### config.mk
export PLATFORM = sky130hd
export DESIGN_NAME = logic_unit_pipe_flat
export DESIGN_NICKNAME = d
export VERILOG_FILES = /design/src/rtl/logic_unit_pkg.sv /design/src/rtl/logic_unit_pipe_if.sv /design/src/rtl/logic_unit_core.sv /design/src/rtl/logic_unit_pipe.sv /design/src/flat_wrapper.sv
export SDC_FILE = /design/constraint.sdc
export NUM_CORES = 1
export LEC_CHECK = 0
export ABC_AREA = 0
export ABC_CLOCK_PERIOD_IN_PS = 1210
export CAP_MARGIN = 20
export CORE_MARGIN = 10
export CORE_UTILIZATION = 45
export DETAILED_ROUTE_END_ITERATION = 10
export PLACE_DENSITY = 0.77
export SLEW_MARGIN = 5
export SYNTH_ARGS = -nofsm -noshare
export SYNTH_HDL_FRONTEND = slang
export SYNTH_SLANG_ARGS = --single-unit
### constraint.sdc
create_clock -name clk -period 1.21 [get_ports clk]
set_input_delay 0.242 -clock clk [delete_from_list [all_inputs] [get_ports clk]]
set_output_delay 0.242 -clock clk [all_outputs]
set_load 0.01 [all_outputs]
### src/rtl/logic_unit_pkg.sv
// logic_unit_pkg
// Shared types and helpers for the registered bitwise logic unit.
//   op_e        : 3-bit operation select (AND .. NOT_A)
//   state_e     : burst FSM states (only used when LOGIC_UNIT_REDUCE_EN is defined)
//   fold_base_e : the non-inverting operation an op folds with across a burst
//   base_of()   : maps an op to its fold base
//   is_inverting(): true for ops whose inversion is applied only to the emitted result
package logic_unit_pkg;

  typedef enum logic [2:0] {
    OP_AND    = 3'b000,
    OP_OR     = 3'b001,
    OP_XOR    = 3'b010,
    OP_NAND   = 3'b011,
    OP_NOR    = 3'b100,
    OP_XNOR   = 3'b101,
    OP_PASS_A = 3'b110,
    OP_NOT_A  = 3'b111
  } op_e;

  typedef enum logic {
    ST_IDLE  = 1'b0,
    ST_ACCUM = 1'b1
  } state_e;

  typedef enum logic [1:0] {
    FB_AND     = 2'd0,
    FB_OR      = 2'd1,
    FB_XOR     = 2'd2,
    FB_REPLACE = 2'd3
  } fold_base_e;

  // Inverting ops share the base of their non-inverting partner so a burst
  // can be folded with the plain operation and inverted once at the end.
  function automatic fold_base_e base_of(input op_e op);
    fold_base_e fb;
    case (op)
      OP_AND, OP_NAND:      fb = FB_AND;
      OP_OR, OP_NOR:        fb = FB_OR;
      OP_XOR, OP_XNOR:      fb = FB_XOR;
      default:              fb = FB_REPLACE;
    endcase
    return fb;
  endfunction

  function automatic logic is_inverting(input op_e op);
    return (op == OP_NAND) || (op == OP_NOR) || (op == OP_XNOR) || (op == OP_NOT_A);
  endfunction

endpackage

### src/rtl/logic_unit_pipe_if.sv
// logic_unit_pipe_if
// Stream bundle for logic_unit_pipe: operand beat channel in, result channel out.
//   in_valid/in_ready      : operand beat handshake
//   a, b, op, acc, last    : operand beat payload
//   out_valid/out_ready    : result handshake
//   y, zero                : result payload (zero flags y == 0)
// modport master : operand source / result consumer side
// modport slave  : the logic unit itself
interface logic_unit_pipe_if #(
  parameter int WIDTH = 8
);

  logic             in_valid;
  logic             in_ready;
  logic [WIDTH-1:0] a;
  logic [WIDTH-1:0] b;
  logic [2:0]       op;
  logic             acc;
  logic             last;
  logic             out_valid;
  logic             out_ready;
  logic [WIDTH-1:0] y;
  logic             zero;

  modport master (
    output in_valid, a, b, op, acc, last, out_ready,
    input  in_ready, out_valid, y, zero
  );

  modport slave (
    input  in_valid, a, b, op, acc, last, out_ready,
    output in_ready, out_valid, y, zero
  );

endinterface

### src/rtl/logic_unit_core.sv
// logic_unit_core
// Combinational base operation and fold for the logic unit.
//   op_i       : operation; only its fold base matters here
//   a_i, b_i   : operands
//   accum_i    : running burst accumulator
//   useAccum_i : 1 = fold base(a,b) into accum_i, 0 = return base(a,b) alone
//   folded_o   : non-inverted result; the caller applies any final inversion
module logic_unit_core
  import logic_unit_pkg::*;
#(
  parameter int WIDTH = 8
) (
  input  op_e              op_i,
  input  logic [WIDTH-1:0] a_i,
  input  logic [WIDTH-1:0] b_i,
  input  logic [WIDTH-1:0] accum_i,
  input  logic             useAccum_i,
  output logic [WIDTH-1:0] folded_o
);

  logic [WIDTH-1:0] baseVal;
  logic [WIDTH-1:0] foldVal;

  // Evaluate the op's base on the fresh operands, then combine it with the
  // accumulator using the same base. REPLACE simply keeps the newest beat.
  always_comb begin
    baseVal = a_i;
    foldVal = a_i;
    case (base_of(op_i))
      FB_AND: begin
        baseVal = a_i & b_i;
        foldVal = accum_i & baseVal;
      end
      FB_OR: begin
        baseVal = a_i | b_i;
        foldVal = accum_i | baseVal;
      end
      FB_XOR: begin
        baseVal = a_i ^ b_i;
        foldVal = accum_i ^ baseVal;
      end
      default: begin
        baseVal = a_i;
        foldVal = baseVal;
      end
    endcase
    folded_o = useAccum_i ? foldVal : baseVal;
  end

endmodule

### src/rtl/logic_unit_pipe.sv
// logic_unit_pipe
// Registered WIDTH-bit bitwise logic unit behind a valid/ready handshake.
// One cycle of latency, one beat per cycle while the consumer keeps up.
//   clk  : rising-edge clock
//   rst  : asynchronous active-high reset
//   bus  : logic_unit_pipe_if.slave (operand beat in, result out)
// Optional feature macro: LOGIC_UNIT_REDUCE_EN
//   defined   -> acc/last bursts are folded into one result by an IDLE/ACCUM FSM
//   undefined -> acc/last are ignored and every beat produces its own result
module logic_unit_pipe
  import logic_unit_pkg::*;
#(
  parameter int WIDTH = 8
) (
  input logic              clk,
  input logic              rst,
  logic_unit_pipe_if.slave bus
);

  logic             inReady;
  logic             beatFire;
  logic             outFire;
  op_e              opIn;
  op_e              coreOp;
  logic             useAccum;
  logic             emit;
  logic [WIDTH-1:0] accumIn;
  logic [WIDTH-1:0] coreOut;
  logic [WIDTH-1:0] result;

  logic [WIDTH-1:0] y_q;
  logic [WIDTH-1:0] y_d;
  logic             zero_q;
  logic             zero_d;
  logic             outValid_q;
  logic             outValid_d;

  assign opIn     = op_e'(bus.op);
  assign inReady  = !outValid_q || bus.out_ready;
  assign beatFire = bus.in_valid && inReady;
  assign outFire  = outValid_q && bus.out_ready;

`ifdef LOGIC_UNIT_REDUCE_EN
  state_e           state_q;
  state_e           state_d;
  logic [WIDTH-1:0] accum_q;
  logic [WIDTH-1:0] accum_d;
  op_e              opQ_q;
  op_e              opQ_d;

  assign useAccum = (state_q == ST_ACCUM);
  assign coreOp   = useAccum ? opQ_q : opIn;
  assign accumIn  = accum_q;
  // In IDLE only an opening burst beat (acc=1, last=0) is swallowed; in ACCUM
  // only the last beat produces a result.
  assign emit     = beatFire && (useAccum ? bus.last : !(bus.acc && !bus.last));

  // Burst FSM next state. The first beat seeds the accumulator with the base
  // result and records the op; later beats reuse that op and fold in.
  always_comb begin
    state_d = state_q;
    accum_d = accum_q;
    opQ_d   = opQ_q;
    if (beatFire) begin
      if (state_q == ST_IDLE) begin
        if (bus.acc && !bus.last) begin
          state_d = ST_ACCUM;
          opQ_d   = opIn;
          accum_d = coreOut;
        end
      end else if (bus.last) begin
        state_d = ST_IDLE;
        accum_d = '0;
      end else begin
        accum_d = coreOut;
      end
    end
  end

  // Burst state registers; reset discards any partial accumulation.
  always_ff @(posedge clk or posedge rst) begin
    if (rst) begin
      state_q <= ST_IDLE;
      accum_q <= '0;
      opQ_q   <= OP_AND;
    end else begin
      state_q <= state_d;
      accum_q <= accum_d;
      opQ_q   <= opQ_d;
    end
  end
`else
  logic unusedBurstBits;
  assign unusedBurstBits = bus.acc ^ bus.last;

  assign useAccum = 1'b0;
  assign coreOp   = opIn;
  assign accumIn  = '0;
  assign emit     = beatFire;
`endif

  logic_unit_core #(
    .WIDTH(WIDTH)
  ) u_core (
    .op_i       (coreOp),
    .a_i        (bus.a),
    .b_i        (bus.b),
    .accum_i    (accumIn),
    .useAccum_i (useAccum),
    .folded_o   (coreOut)
  );

  assign result = is_inverting(coreOp) ? ~coreOut : coreOut;

  // Output register next state. A new result wins over a drain in the same
  // cycle, so simultaneous in/out transfer keeps out_valid high. While the
  // consumer stalls, inReady is low, emit cannot fire and y/zero hold.
  always_comb begin
    y_d        = y_q;
    zero_d     = zero_q;
    outValid_d = outValid_q;
    if (emit) begin
      y_d        = result;
      zero_d     = (result == '0);
      outValid_d = 1'b1;
    end else if (outFire) begin
      outValid_d = 1'b0;
    end
  end

  // Output registers; zero comes out of reset set to match y = 0.
  always_ff @(posedge clk or posedge rst) begin
    if (rst) begin
      y_q        <= '0;
      zero_q     <= 1'b1;
      outValid_q <= 1'b0;
    end else begin
      y_q        <= y_d;
      zero_q     <= zero_d;
      outValid_q <= outValid_d;
    end
  end

  assign bus.in_ready  = inReady;
  assign bus.out_valid = outValid_q;
  assign bus.y         = y_q;
  assign bus.zero      = zero_q;

endmodule

### src/flat_wrapper.sv
// flat-port wrapper written by rule: the top's interface ports become plain ports
module logic_unit_pipe_flat import logic_unit_pkg::*;
#(
  parameter int WIDTH = 8
)
  (clk, rst, bus_in_valid, bus_a, bus_b, bus_op, bus_acc, bus_last, bus_out_ready, bus_in_ready, bus_out_valid, bus_y, bus_zero);
  logic_unit_pipe_if #(.WIDTH(WIDTH)) bus_i ();
  input logic clk;
  input logic rst;
  input wire logic [$bits(bus_i.in_valid)-1:0] bus_in_valid;
  input wire logic [$bits(bus_i.a)-1:0] bus_a;
  input wire logic [$bits(bus_i.b)-1:0] bus_b;
  input wire logic [$bits(bus_i.op)-1:0] bus_op;
  input wire logic [$bits(bus_i.acc)-1:0] bus_acc;
  input wire logic [$bits(bus_i.last)-1:0] bus_last;
  input wire logic [$bits(bus_i.out_ready)-1:0] bus_out_ready;
  output wire logic [$bits(bus_i.in_ready)-1:0] bus_in_ready;
  output wire logic [$bits(bus_i.out_valid)-1:0] bus_out_valid;
  output wire logic [$bits(bus_i.y)-1:0] bus_y;
  output wire logic [$bits(bus_i.zero)-1:0] bus_zero;
  assign bus_i.in_valid = bus_in_valid;
  assign bus_i.a = bus_a;
  assign bus_i.b = bus_b;
  assign bus_i.op = bus_op;
  assign bus_i.acc = bus_acc;
  assign bus_i.last = bus_last;
  assign bus_i.out_ready = bus_out_ready;
  assign bus_in_ready = bus_i.in_ready;
  assign bus_out_valid = bus_i.out_valid;
  assign bus_y = bus_i.y;
  assign bus_zero = bus_i.zero;
  logic_unit_pipe #(.WIDTH(WIDTH)) u_core (.clk(clk), .rst(rst), .bus(bus_i));
endmodule
* Word level (Yosys, flattened, before mapping) *
Cells that the tools add are included.

word-level totals
  register bits = 10
  output and inout bits = 11

operators by class
  equal/unequal tests = 8
  muxes and demuxes = 5
  bitwise operators = 4
  reductions and logical operators = 14

operator list
  operator                                                          count
  8-bit one-hot mux with 3 select lines                             1
  3-bit == test (second input constant)                             3
  8-bit bitwise AND                                                 1
  8-bit zero test                                                   1
  8-bit two-way mux                                                 1
  8-bit inverter                                                    1
  8-bit bitwise OR                                                  1
  8-bit bitwise XOR                                                 1
  3-bit by 2-bit == test with 1-bit output (second input constant)  2
  2-bit one-hot mux with 3 select lines                             1
  2-bit OR reduction                                                3
  1-bit logical OR                                                  4
  3-bit by 1-bit == test with 1-bit output (second input constant)  1
  3-bit zero test                                                   1
  2-bit by 1-bit == test with 1-bit output (second input constant)  1
  2-bit == test (second input constant)                             1
  1-bit logical AND                                                 2
  2-bit zero test                                                   1
  1-bit two-way mux                                                 2
  2-bit nonzero test                                                1
  1-bit zero test                                                   1

* Longest topological paths before layout *
Gate-level depths: netlist of the first run.

  depth in word-level cells = 8
  depth in mapped cells = 9
  mapped depth without buffers = 8

* By module *
A second synthesis of the first run with hierarchy kept.

second synthesis, totals
  cells, all modules = 196
  area, all modules = 1,519.0 um^2

by module, submodules not included
  module           times used  cells each  area an instance (um^2)
  logic_unit_core  1           155         1,006.0
  logic_unit_pipe  1           41          513.0

* Worst setup path before layout of the first run *
OpenSTA, ideal clock, no wires.

  path kind = input -> register
  start point = in bus_a[6]
  end point = reg u_core.zero_q (netlist: u_core.bus.zero)
  library setup time = 0.086 ns
  arrival time = 1.946 ns
  setup slack = -0.822 ns
  stages = 8
  cells stage by stage = inv_1 -> ha_1 -> and3b_2 -> a2111oi_4 -> o22a_1 -> a31oi_1 -> o41a_1 -> o31ai_2

on the way
  cells in the longest elaborated chain, start to end = 5
  elaborated cells on any way between the ends = 7
  those cells by class = mux: 2; bitwise: 4; reduce/logical: 1

ends and longest elaborated chain
  element                                          RTL line                RTL
  start: declaration                               flat_wrapper.sv:11      input wire logic [$bits(bus_i.a)-1:0] bus_a;
  8-bit bitwise XOR, or another cell as far along  logic_unit_core.sv:39   baseVal = a_i ^ b_i;
  8-bit one-hot mux with 3 select lines (*)        logic_unit_core.sv:29   case (base_of(op_i))
  8-bit inverter                                   logic_unit_pipe.sv:113  assign result = is_inverting(coreOp) ? ~coreOut : coreOut;
  8-bit two-way mux (*)                            logic_unit_pipe.sv:113
  8-bit zero test (*)                              logic_unit_pipe.sv:124  zero_d = (result == '0);
  end signal: assignment                           logic_unit_pipe.sv:139  zero_q <= zero_d;
  end: declaration                                 logic_unit_pipe.sv:33   logic zero_q;

Mark *: on every way between the ends. The rest lies on a longest branch, timed or not.
A chain may end at the register's enable or synchronous reset.

* Final worst setup path of the first run *
  start point = in bus_op[0]
  end point = reg u_core.zero_q (netlist: u_core.bus.zero)

on the way
  cells in the longest elaborated chain, start to end = 8
  elaborated cells on any way between the ends = 21
  those cells by class = eq/ne: 8; mux: 3; bitwise: 1; reduce/logical: 9

ends and longest elaborated chain
  element                                                                 RTL line                RTL
  start: declaration                                                      flat_wrapper.sv:13      input wire logic [$bits(bus_i.op)-1:0] bus_op;
  3-bit by 2-bit == test with 1-bit output, or another cell as far along  logic_unit_pkg.sv:37    case (op)
  2-bit OR reduction                                                      logic_unit_pkg.sv:37
  2-bit one-hot mux with 3 select lines                                   logic_unit_pkg.sv:37
  2-bit == test, or another cell as far along                             logic_unit_core.sv:29
  8-bit one-hot mux with 3 select lines                                   logic_unit_core.sv:29
  8-bit inverter                                                          logic_unit_pipe.sv:113
  8-bit two-way mux (*)                                                   logic_unit_pipe.sv:113
  8-bit zero test (*)                                                     logic_unit_pipe.sv:124

Marks and branches as above.

==> impl_metrics.py, run 1 <==
metrics = {
    "synthesis": {
        "synth_top_family_by_area": "compound AO/OA/AOI/OAI gates",
        "yosys-top-cells-area": "dfrtp_1 16%, ha_1 14%, mux2i_1 6.2%",
        "yosysWarnings": 0,
        "muxShareOfSynthArea": 0.1090,
        "synth_simple_gate_area_frac": 0.1998,
        "syn_inst": 179,
        "synthAdderAreaFrac": 0.1384,
        "synth_xor_xnor_area_share": 0.04152,
        "syn-cell-area_um2": 1446,
        "synth_compound_area_frac": 0.2396,
        "syn_nets": 220,
        "ys.flop_type": "dfrtp_1",
        "seq_area_frac_synth": 0.1739,
        "synth_edf_count": 0,
        "ys_types": 48,
        "ys_ff_latch": 10,
        "yosys.area.top_type": "dfrtp_1",
        "synth_area_per_cell_um2": 8.080,
        "synth_top_area_frac": 0.1557,
        "synthArstFlopShare": 1.000,
    },
    "critical_path": {
        "arrival_ns": 2.03,
        "path_buf_inv": 2,
        "cp_slowest_stage_delay_ns": 0.46,
        "startpoint_type": "primary input",
        "end_kind": "flip-flop",
        "required_ns": 1.42,
        "slowest_stage": "o41a_1",
        "crit_type": "primary input to flip-flop",
        "path_max_fanout": 4,
        "crit_chain": "buf_8 -> bufbuf_16 -> nor2_1 -> a21oi_1 -> a211o_1 -> o221a_4 -> o41a_1 -> o31ai_2",
        "critPathTopFamily": "compound AO/OA/AOI/OAI gates",
    },
    "global_route": {
        "antenna_found_initial": 0,
        "grt_max_degree": 19,
        "first_global_vias": 1862,
        "track_usage": 0.1924,
        "grt-ovfl-total": 0,
        "grt_pass1_wl_um": 9404,
    },
    "finish": {
        "antenna_cells": 0,
        "layout.nets": 319,
        "seq_area_um2": 251.5,
        "nFillCells": 82,
        "finalNonFillerCells": 321,
        "syn2layout_area_growth_pct": 99.83,
        "multiInputGateArea_um2": 1449,
        "design_area_um2": 2890,
        "drive_gt1_frac": 0.6245,
    },
    "timing": {
        "setup_viol": 9,
        "grt_setup_unrepaired": "yes",
        "min_period_ns": 1.818,
        "skew_ns": 0.006241,
        "fin_tns_setup_ns": -2.730,
        "finalCritPeriodShare": 1.503,
        "relSlewSlack": 0.7461,
        "tightest_slew_ns": 0.3804,
        "drv_slew": 0,
        "hold_viol": 0,
        "fin_ws_ns": -0.6083,
        "max_freq_mhz": 550.0,
    },
    "die": {
        "dieArea_um2": 5882,
        "core_area_um2": 3053,
        "num_io_pins": 36,
        "rows": 20,
        "fp.dieH_um": 76.70,
        "dieWidth_um": 76.70,
        "initial_core_util": 0.4738,
    },
    "outcome": {
        "violations": "setup timing",
        "status": "complete, but fails checks",
    },
    "clock_tree": {
        "clock_latency_ns": 0.29,
        "cts_buffers": 3,
        "cts_sinks": 10,
        "cts_tree": "built",
        "cts_root_buffer": "clkbuf_4",
        "cts-htree-levels": 1,
        "path_clk_slew_ns": 0.07,
        "clk_path_buf_depth": 2,
    },
    "power_and_ir_drop": {
        "power_per_cell_area_nw_per_um2": 677.0,
        "vdd_drop_max_mv": 0.3638,
        "finalPower_mw": 1.957,
        "power.leakage_nw": 1.338,
    },
    "run": {
        "maxCapViolCount": 0,
    },
    "detailed_routing": {
        "drt_drc_violations_left": 0,
        "drtAntennaViolNets": 0,
        "drt_iter0_markers": 260,
        "drt-total-wl_um": 7433,
        "vias": 2016,
        "vias_per_cell": 6.280,
        "wl_per_cell_um": 23.16,
        "first_pass_iters": 5,
    },
    "placed_design": {
        "place_inst": 294,
        "dp_hpwl_um": 3662,
        "placed_area_um2": 2240,
        "portBuffers": 33,
        "gp_congestion": 0.8152,
    },
    "hold_path": {
        "hp-class": "primary input to asynchronous set/reset pin",
    },
}
==> per-layer routing <==
| layer | track usage | share of wire | vias up |
|---|---|---|---|
| li1 | - | - | 832 |
| met1 | 0.2011 | 0.33 | 932 |
| met2 | 0.3499 | 0.50 | 191 |
| met3 | 0.03613 | 0.089 | 61 |
| met4 | 0.1097 | 0.079 | 0 |
| met5 | 0 | 0 | - |
==> report_power, final <==
| group | internal [mW] | switching [mW] |
|---|---|---|
| clock | 0.129 | 0.135 |
| combinational | 0.672 | 0.596 |
| sequential | 0.392 | 0.0332 |
| total | 1.19 | 0.764 |
==> final cells by class <==
| type | instances | share of cell area |
|---|---|---|
| multi-input combinational | 139 | 0.5013 |
| timing repair buffer | 104 | 0.3481 |
| sequential | 10 | 0.08701 |
| inverter | 20 | 0.03550 |
| tap | 44 | 0.01905 |
| clock buffer | 4 | 0.009091 |
==> state kept, by name, indices dropped and copies added, names as in the netlist <==
| signal | count |
|---|---|
| u_core.bus.zero | 1 |
| u_core.bus.y | 8 |
| u_core.bus.out_valid | 1 |
==> per-stage QoR <==
step	utilization	hold slack [ns]	setup slack (ns)
finish	0.9467	0.2276	-0.6083
global route	0.9467	0.2568	-0.6538
CTS	0.8926	0.2549	-0.6175
detailed placement	0.7336	0.4849	-1.393
global placement	0.7336	0.4617	-1.271
floorplan	-	0.08146	-0.5890
==> final timing paths <==
path                                      start              endpoint  slack (ns)  cells after the start
min                                         rst       u_core.bus.y[0]        0.23                      2
max in group asynchronous                   rst       u_core.bus.zero        0.67                      2
max reg2reg                u_core.bus.out_valid       u_core.bus.zero       -0.02                      4
min in group clk                  bus_out_ready  u_core.bus.out_valid        0.39                      4
min reg2reg                     u_core.bus.y[0]       u_core.bus.y[0]        0.51                      1
max                                   bus_op[0]       u_core.bus.zero       -0.61                      8
==> cell families after synthesis <==
kind of cell / count (synthesis)
simple gates: 56
fa+ha+maj: 16
xor+xnor: 6
flops: 10
buf+inv: 30
compound gates: 46
mux: 15
==> timing repair <==
item,CTS,global route
endpoints found under the hold margin,0,0
gates resized for setup,173,46
hold buffers,0,0
setup endpoints to repair,20,15
buffers inserted,24,2
cloned,1,0
pin swaps,34,20
==> synth_stat cells, drive strengths merged (2+ instances only) <==
master and number:
o21ai 14, mux2 6, nor4 3, xnor2 2, a211o 2, or3 2
mux2i 9, a2111oi 2, inv 20, a21oi 9, nor2 10, nand3 3
buf 9, a21boi 2, and3b 2, o31ai 2, nor3b 2, a31oi 5
dfrtp 9, nand2 18, and2 2, ha 16, xor2 4, nand2b 10
==> layout by cell type, fill, tap and decap left out, drive strengths merged, types with 2 or more instances in the layout <==
cell type and instances:
buf 86, inv 20, nand2 18, ha 16, o21ai 14, nor2 10
nand2b 10, dfrtp 9, mux2i 9, a21oi 9, clkdlybuf4s15 7, clkbuf 7
mux2 6, a31oi 5, dlygate4sd2 4, xor2 4, nand3 3, nor4 3
and3b 2, nor3b 2, a2111oi 2, or3 2, a211o 2, and2 2
o31ai 2, clkdlybuf4s50 2, xnor2 2, a21boi 2
Power figures use the tool's default switching activity.
==> run 2, diff against run 1 <==
--- a/config.mk
+++ b/config.mk
@@ -8,7 +8,7 @@
 export ABC_AREA = 0
 export ABC_CLOCK_PERIOD_IN_PS = 1210
 export CAP_MARGIN = 20
-export CORE_MARGIN = 10
+export CORE_MARGIN = 1.5
 export CORE_UTILIZATION = 45
 export DETAILED_ROUTE_END_ITERATION = 10
 export PLACE_DENSITY = 0.77
==> impl_metrics.py, run 2 <==
metrics = {
    "synthesis": {
        "yosysWarnings": 0,
        "synth_top_area_frac": 0.1557,
        "syn_inst": 179,
        "synthArstFlopShare": 1.000,
        "synthMostInstantiatedCell": "inv_1",
        "syn_nets": 220,
        "seq_area_frac_synth": 0.1739,
        "ys_types": 48,
        "synth_commonest_cells": "19 x inv_1, 18 x nand2_1, 16 x ha_1",
        "ys.flop_type": "dfrtp_1",
        "syn-cell-area_um2": 1446,
        "synth_edf_count": 0,
        "ys_ff_latch": 10,
        "yosys.area.top_type": "dfrtp_1",
        "yosys-top-cells-area": "dfrtp_1 16%, ha_1 14%, mux2i_1 6.2%",
        "synth_area_per_cell_um2": 8.080,
    },
    "global_route": {
        "grt_max_degree": 19,
        "antenna_found_initial": 0,
    },
    "outcome": {
        "error": "[ERROR DPL-0033] detailed placement checks failed during check placement.",
        "stop_stage": "5_1_grt",
        "status": "did not finish",
    },
    "die": {
        "initial_core_util": 0.4738,
        "rows": 20,
        "dieWidth_um": 59.70,
        "fp.dieH_um": 59.70,
        "num_io_pins": 36,
    },
    "placed_design": {
        "dp_slack_ns": -1.314,
        "dp_hpwl_um": 3308,
        "gp_congestion": 0.8389,
        "portBuffers": 33,
    },
    "clock_tree": {
        "cts-htree-levels": 1,
        "cts_buffers": 3,
        "cts_sinks": 10,
        "cts_root_buffer": "clkbuf_4",
        "ctsHoldBuffers": 0,
        "clk_path_buf_depth": 2,
    },
    "timing": {
        "worst-ep-kind": "register data pin",
        "grt_worst_setup_endpoint": "u_core.bus.zero$_DFFE_PP1P_/D",
    },
}
## run 2: repair_timing
action,4_1_cts
setup endpoints to repair,20
pin swaps,40
resized for setup,189
buffers inserted,23
## run 2: metrics by stage
step	setup TNS, ns	hold WS [ns]	instances	cell area [µm²]	utilization
2_1_floorplan	-2.113	0.08146	179	1562	-
3_3_place_gp	-8.393	0.4620	293	2220	0.7270
4_1_cts	-2.198	0.2610	320	2701	0.8848
3_5_place_dp	-8.888	0.4758	293	2220	0.7270
## run 2: kinds of logic after synthesis
family / share of synthesized area
buffers and inverters: 0.09775
flip-flops: 0.1739
adder cells (fa/ha/maj): 0.1384
AND/OR/NAND/NOR: 0.1998
XOR/XNOR: 0.04152
AO/OA/AOI/OAI: 0.2396
multiplexers: 0.1090
==> run 3, diff against run 2 <==
--- a/config.mk
+++ b/config.mk
@@ -6,12 +6,12 @@
 export NUM_CORES = 1
 export LEC_CHECK = 0
 export ABC_AREA = 0
-export ABC_CLOCK_PERIOD_IN_PS = 1210
+export ABC_CLOCK_PERIOD_IN_PS = 1550
 export CAP_MARGIN = 20
 export CORE_MARGIN = 1.5
-export CORE_UTILIZATION = 45
+export CORE_UTILIZATION = 40
 export DETAILED_ROUTE_END_ITERATION = 10
-export PLACE_DENSITY = 0.77
+export PLACE_DENSITY_LB_ADDON = 0.15
 export SLEW_MARGIN = 5
 export SYNTH_ARGS = -nofsm -noshare
 export SYNTH_HDL_FRONTEND = slang
==> constraint.sdc (replaced) <==
create_clock -name clk -period 1.55 [get_ports clk]
set_input_delay 0.31 -clock clk [delete_from_list [all_inputs] [get_ports clk]]
set_output_delay 0.31 -clock clk [all_outputs]
set_load 0.01 [all_outputs]
==> impl_metrics.py, run 3 (same netlist as run 1, synthesis figures left out) <==
metrics = {
    "timing": {
        "grt_setup_unrepaired": "yes",
        "skew_ns": 0.002315,
        "finalCritPeriodShare": 1.258,
        "fin_tns_setup_ns": -0.7736,
        "max_freq_mhz": 512.9,
        "relSlewSlack": 0.7341,
        "whs_ns": 0.3325,
        "hold_viol": 0,
        "drv_slew": 0,
        "fin_ws_ns": -0.3999,
        "tightest_slew_ns": 0.3984,
        "min_period_ns": 1.950,
        "setup_viol": 6,
    },
    "critical_path": {
        "path_max_fanout": 5,
        "required_ns": 1.74,
        "startpoint_type": "primary input",
        "cp_slowest_stage_delay_ns": 0.45,
        "crit_chain": "buf_8 -> buf_12 -> xnor2_4 -> a2111oi_4 -> o22a_1 -> a31oi_2 -> o41a_1 -> o31ai_2",
        "end_kind": "flip-flop",
        "r2r_start": "u_core.bus.out_valid",
        "arrival_ns": 2.14,
        "worstSetupStartpoint": "bus_op[0]",
        "crit_type": "primary input to flip-flop",
        "slowest_stage": "a2111oi_4",
    },
    "clock_tree": {
        "clock_latency_ns": 0.27,
        "ctsHoldBuffers": 0,
        "cts_tree": "built",
        "cts_sinks": 10,
        "cts_buffers": 3,
        "clk_path_buf_depth": 2,
        "cts_root_buffer": "clkbuf_4",
        "path_clk_slew_ns": 0.07,
        "cts-htree-levels": 1,
    },
    "global_route": {
        "grt-ovfl-total": 0,
        "track_usage": 0.2717,
        "first_global_vias": 1881,
        "grt_pass1_wl_um": 8694,
        "antenna_found_initial": 0,
        "grt_max_degree": 17,
    },
    "die": {
        "core_area_um2": 3390,
        "initial_core_util": 0.4267,
        "num_io_pins": 36,
        "rows": 21,
        "dieWidth_um": 63.13,
        "fp.dieH_um": 63.13,
        "dieArea_um2": 3985,
    },
    "finish": {
        "largest_reg_flops": 8,
        "layout.nets": 315,
        "antenna_cells": 0,
        "mostFrequentLayoutCells": "52 x buf_4, 18 x nand2_1, 15 x buf_6",
        "syn2layout_area_growth_pct": 90.05,
        "drive_gt1_frac": 0.5531,
        "fin_util": 0.8110,
        "design_area_um2": 2749,
        "final_common_cell": "buf_4",
        "nFillCells": 218,
    },
    "detailed_routing": {
        "top_layer_used": "met4",
        "met1_length_um": 2099,
        "vias_per_cell": 5.436,
        "vias": 1734,
        "drt-total-wl_um": 5310,
        "route.met3.wl_um": 187,
        "route.met2.wl_um": 2848,
        "wl_per_cell_um": 16.65,
        "drtAntennaViolNets": 0,
        "drt_drc_violations_left": 0,
        "first_pass_iters": 4,
        "drt_iter0_markers": 107,
    },
    "power_and_ir_drop": {
        "power_per_cell_area_nw_per_um2": 522.0,
        "vdd_drop_max_mv": 0.3971,
        "power.leakage_nw": 1.234,
    },
    "placed_design": {
        "dp_hpwl_um": 3298,
        "gp_congestion": 0.8806,
        "portBuffers": 33,
        "dp_slack_ns": -1.054,
        "placed_area_um2": 2191,
    },
    "outcome": {
        "status": "complete, but fails checks",
        "violations": "setup timing",
    },
    "run": {
        "maxCapViolCount": 0,
    },
    "hold_path": {
        "hp-class": "primary input to asynchronous set/reset pin",
    },
}
-- run 3: per-layer routing --
layer  track usage  vias up
met5             0        -
met4       0.09722        0
met3       0.04286       20
met2        0.5133       49
met1        0.3038      841
li1              -      824
-- run 3: critical path, delay by kind of cell --
family | cells | cell delay, ns
XOR/XNOR | 1 | 0.15
AO/OA/AOI/OAI | 5 | 1.44
buffers and inverters | 2 | 0.24
-- run 3: per-stage QoR --
stage          power (mW)  cells
2_1_floorplan      0.6779    179
3_3_place_gp       0.9801    294
3_5_place_dp        1.007    294
4_1_cts             1.354    319
5_1_grt             1.517    319
6_report            1.435    319
-- run 3: worst paths after layout --
check,end,slack [ns],cells past startpoint
max,u_core.bus.zero,-0.40,8
min,u_core.bus.y[0],0.33,2
max reg2reg,u_core.bus.y[4],0.29,5
min reg2reg,u_core.bus.zero,0.50,2
max in group asynchronous,u_core.bus.zero,0.90,2
min in group clk,u_core.bus.zero,0.50,2
-- run 3: what timing repair did --
| action | CTS | global route |
|---|---|---|
| gates cloned | 1 | 0 |
| setup buffers | 23 | 3 |
| setup endpoints to repair | 11 | 10 |
| gates resized for setup | 139 | 30 |
| pin swaps | 31 | 16 |
-- run 3: final cells by class --
cell class	instances	area (µm²)	share of cell area
Clock buffer	4	26.28	0.009558
Inverter	20	92.59	0.03368
Multi-Input combinational cell	139	1396	0.5080
Sequential cell	10	251.5	0.09149
Tap cell	46	57.56	0.02094
Timing Repair Buffer	100	924.6	0.3364
-- run 3: power by group --
| part | internal, mW | switching [mW] |
|---|---|---|
| logic | 0.506 | 0.406 |
| clock network | 0.0998 | 0.0945 |
| registers | 0.306 | 0.0231 |
==> run 4, diff against run 3 <==
--- a/config.mk
+++ b/config.mk
@@ -9,7 +9,7 @@
 export ABC_CLOCK_PERIOD_IN_PS = 1550
 export CAP_MARGIN = 20
 export CORE_MARGIN = 1.5
-export CORE_UTILIZATION = 40
+export CORE_UTILIZATION = 35
 export DETAILED_ROUTE_END_ITERATION = 10
 export PLACE_DENSITY_LB_ADDON = 0.15
 export SLEW_MARGIN = 5
==> impl_metrics.py, run 4 (same netlist as run 1, synthesis figures left out) <==
metrics = {
    "critical_path": {
        "end_kind": "flip-flop",
        "arrival_ns": 2.03,
        "path_max_fanout": 3,
        "startpoint_type": "primary input",
        "crit_type": "primary input to flip-flop",
        "required_ns": 1.69,
    },
    "die": {
        "initial_core_util": 0.3616,
        "rows": 23,
        "num_io_pins": 36,
        "fp.dieH_um": 67.29,
        "dieWidth_um": 67.29,
        "dieArea_um2": 4527,
        "core_area_um2": 4000,
    },
    "timing": {
        "fin_ws_ns": -0.3396,
        "skew_ns": 0.007763,
        "drv_slew": 0,
        "finalCritPeriodShare": 1.219,
        "setup_viol": 5,
        "relSlewSlack": 0.7359,
        "grt_setup_unrepaired": "yes",
        "tightest_slew_ns": 0.3957,
        "hold_viol": 0,
        "max_freq_mhz": 529.2,
        "min_period_ns": 1.890,
    },
    "detailed_routing": {
        "vias_per_cell": 5.322,
        "drtAntennaViolNets": 0,
        "drt-total-wl_um": 4955,
        "drt_iter0_markers": 89,
        "first_pass_iters": 4,
        "drt_drc_violations_left": 0,
        "vias": 1719,
        "wl_per_cell_um": 15.34,
    },
    "power_and_ir_drop": {
        "power_per_cell_area_nw_per_um2": 530.8,
        "vdd_drop_max_mv": 0.2158,
        "finalPower_mw": 1.494,
        "power.leakage_nw": 1.294,
    },
    "hold_path": {
        "hp-class": "primary input to asynchronous set/reset pin",
    },
    "clock_tree": {
        "cts_root_buffer": "clkbuf_8",
        "cts-htree-levels": 1,
        "cts_sinks": 10,
        "cts_buffers": 3,
        "cts_tree": "built",
        "clock_latency_ns": 0.23,
        "path_clk_slew_ns": 0.05,
        "clk_path_buf_depth": 2,
    },
    "run": {
        "maxCapViolCount": 0,
    },
    "global_route": {
        "grt_max_degree": 16,
        "antenna_found_initial": 0,
        "grt-ovfl-total": 0,
        "track_usage": 0.2365,
        "first_global_vias": 1881,
        "grt_pass1_wl_um": 8155,
    },
    "finish": {
        "finalNonFillerCells": 323,
        "antenna_cells": 0,
        "final_common_cell": "buf_4",
        "layout.nets": 315,
        "drive_gt1_frac": 0.4982,
        "largest_reg_flops": 8,
        "syn2layout_area_growth_pct": 94.64,
        "mostFrequentLayoutCells": "45 x buf_4, 16 x nand2_1, 16 x buf_6",
    },
    "placed_design": {
        "portBuffers": 33,
        "dp_hpwl_um": 3146,
        "place_inst": 303,
        "gp_congestion": 0.9315,
    },
    "outcome": {
        "status": "complete, but fails checks",
        "violations": "setup timing",
    },
}
run 4: cell type report:
type | count | area, µm²
multi-input combinational | 139 | 1344
fill | 284 | 1185
timing repair buffer | 100 | 1020
sequential | 10 | 251.5
inverter | 20 | 92.59
tap | 50 | 62.56
clock buffer | 4 | 45.04
run 4: final timing paths:
check | start | to | slack [ns] | depth (start not counted)
min | rst | u_core.bus.y[0] | 0.36 | 2
max in group asynchronous | rst | u_core.bus.zero | 0.87 | 2
min in group clk | u_core.bus.y[6] | u_core.bus.y[6] | 0.48 | 2
max reg2reg | u_core.bus.out_valid | u_core.bus.zero | 0.25 | 4
max | bus_a[6] | u_core.bus.zero | -0.34 | 9
min reg2reg | u_core.bus.y[6] | u_core.bus.y[6] | 0.48 | 2
run 4: where the power goes:
group	leakage, nW	total [mW]	switching (mW)	internal, mW
logic	1.15	0.889	0.379	0.510
registers	0.119	0.329	0.0221	0.307
clock network	0.0228	0.276	0.0967	0.180
total	1.29	1.49	0.498	0.997
run 4: critical path: stages:
cell	delay, ns
buf_12	0.11
inv_12	0.04
ha_4	0.19
and3b_2	0.22
a2111oi_4	0.34
buf_4	0.18
nor2_1	0.04
o41a_1	0.42
o31ai_2	0.18
run 4: layer usage:
layer | vias up | routed length [µm] | global-route usage
met2 | 75 | 2712 | 0.4369
li1 | 823 | - | -
met1 | 811 | 1915 | 0.2684
met5 | - | 0 | 0
met4 | 0 | 61 | 0.1148
met3 | 10 | 265 | 0.02500
run 4: stage by stage:
step | setup slack (ns) | instance area, µm² | util | TNS [ns] | hold WS, ns
6_report | -0.3396 | 2815 | 0.7038 | -0.8990 | 0.3560
5_1_grt | -0.3968 | 2815 | 0.7038 | -1.176 | 0.3834
4_1_cts | -0.3144 | 2766 | 0.6916 | -0.7452 | 0.3701
3_5_place_dp | -1.087 | 2246 | 0.5615 | -6.774 | 0.4717
3_3_place_gp | -1.032 | 2246 | 0.5615 | -6.272 | 0.4610
2_1_floorplan | -0.3170 | 1529 | - | -0.4304 | 0.1495
run 4: repair_timing:
item / 4_1_cts / 5_1_grt
pin swaps: 26 / 16
hold endpoints to repair: 0 / 0
buffers inserted: 16 / 0
setup endpoints to repair: 11 / 9
resized for setup: 129 / 17
hold buffers: 0 / 0
gates cloned: 3 / 0
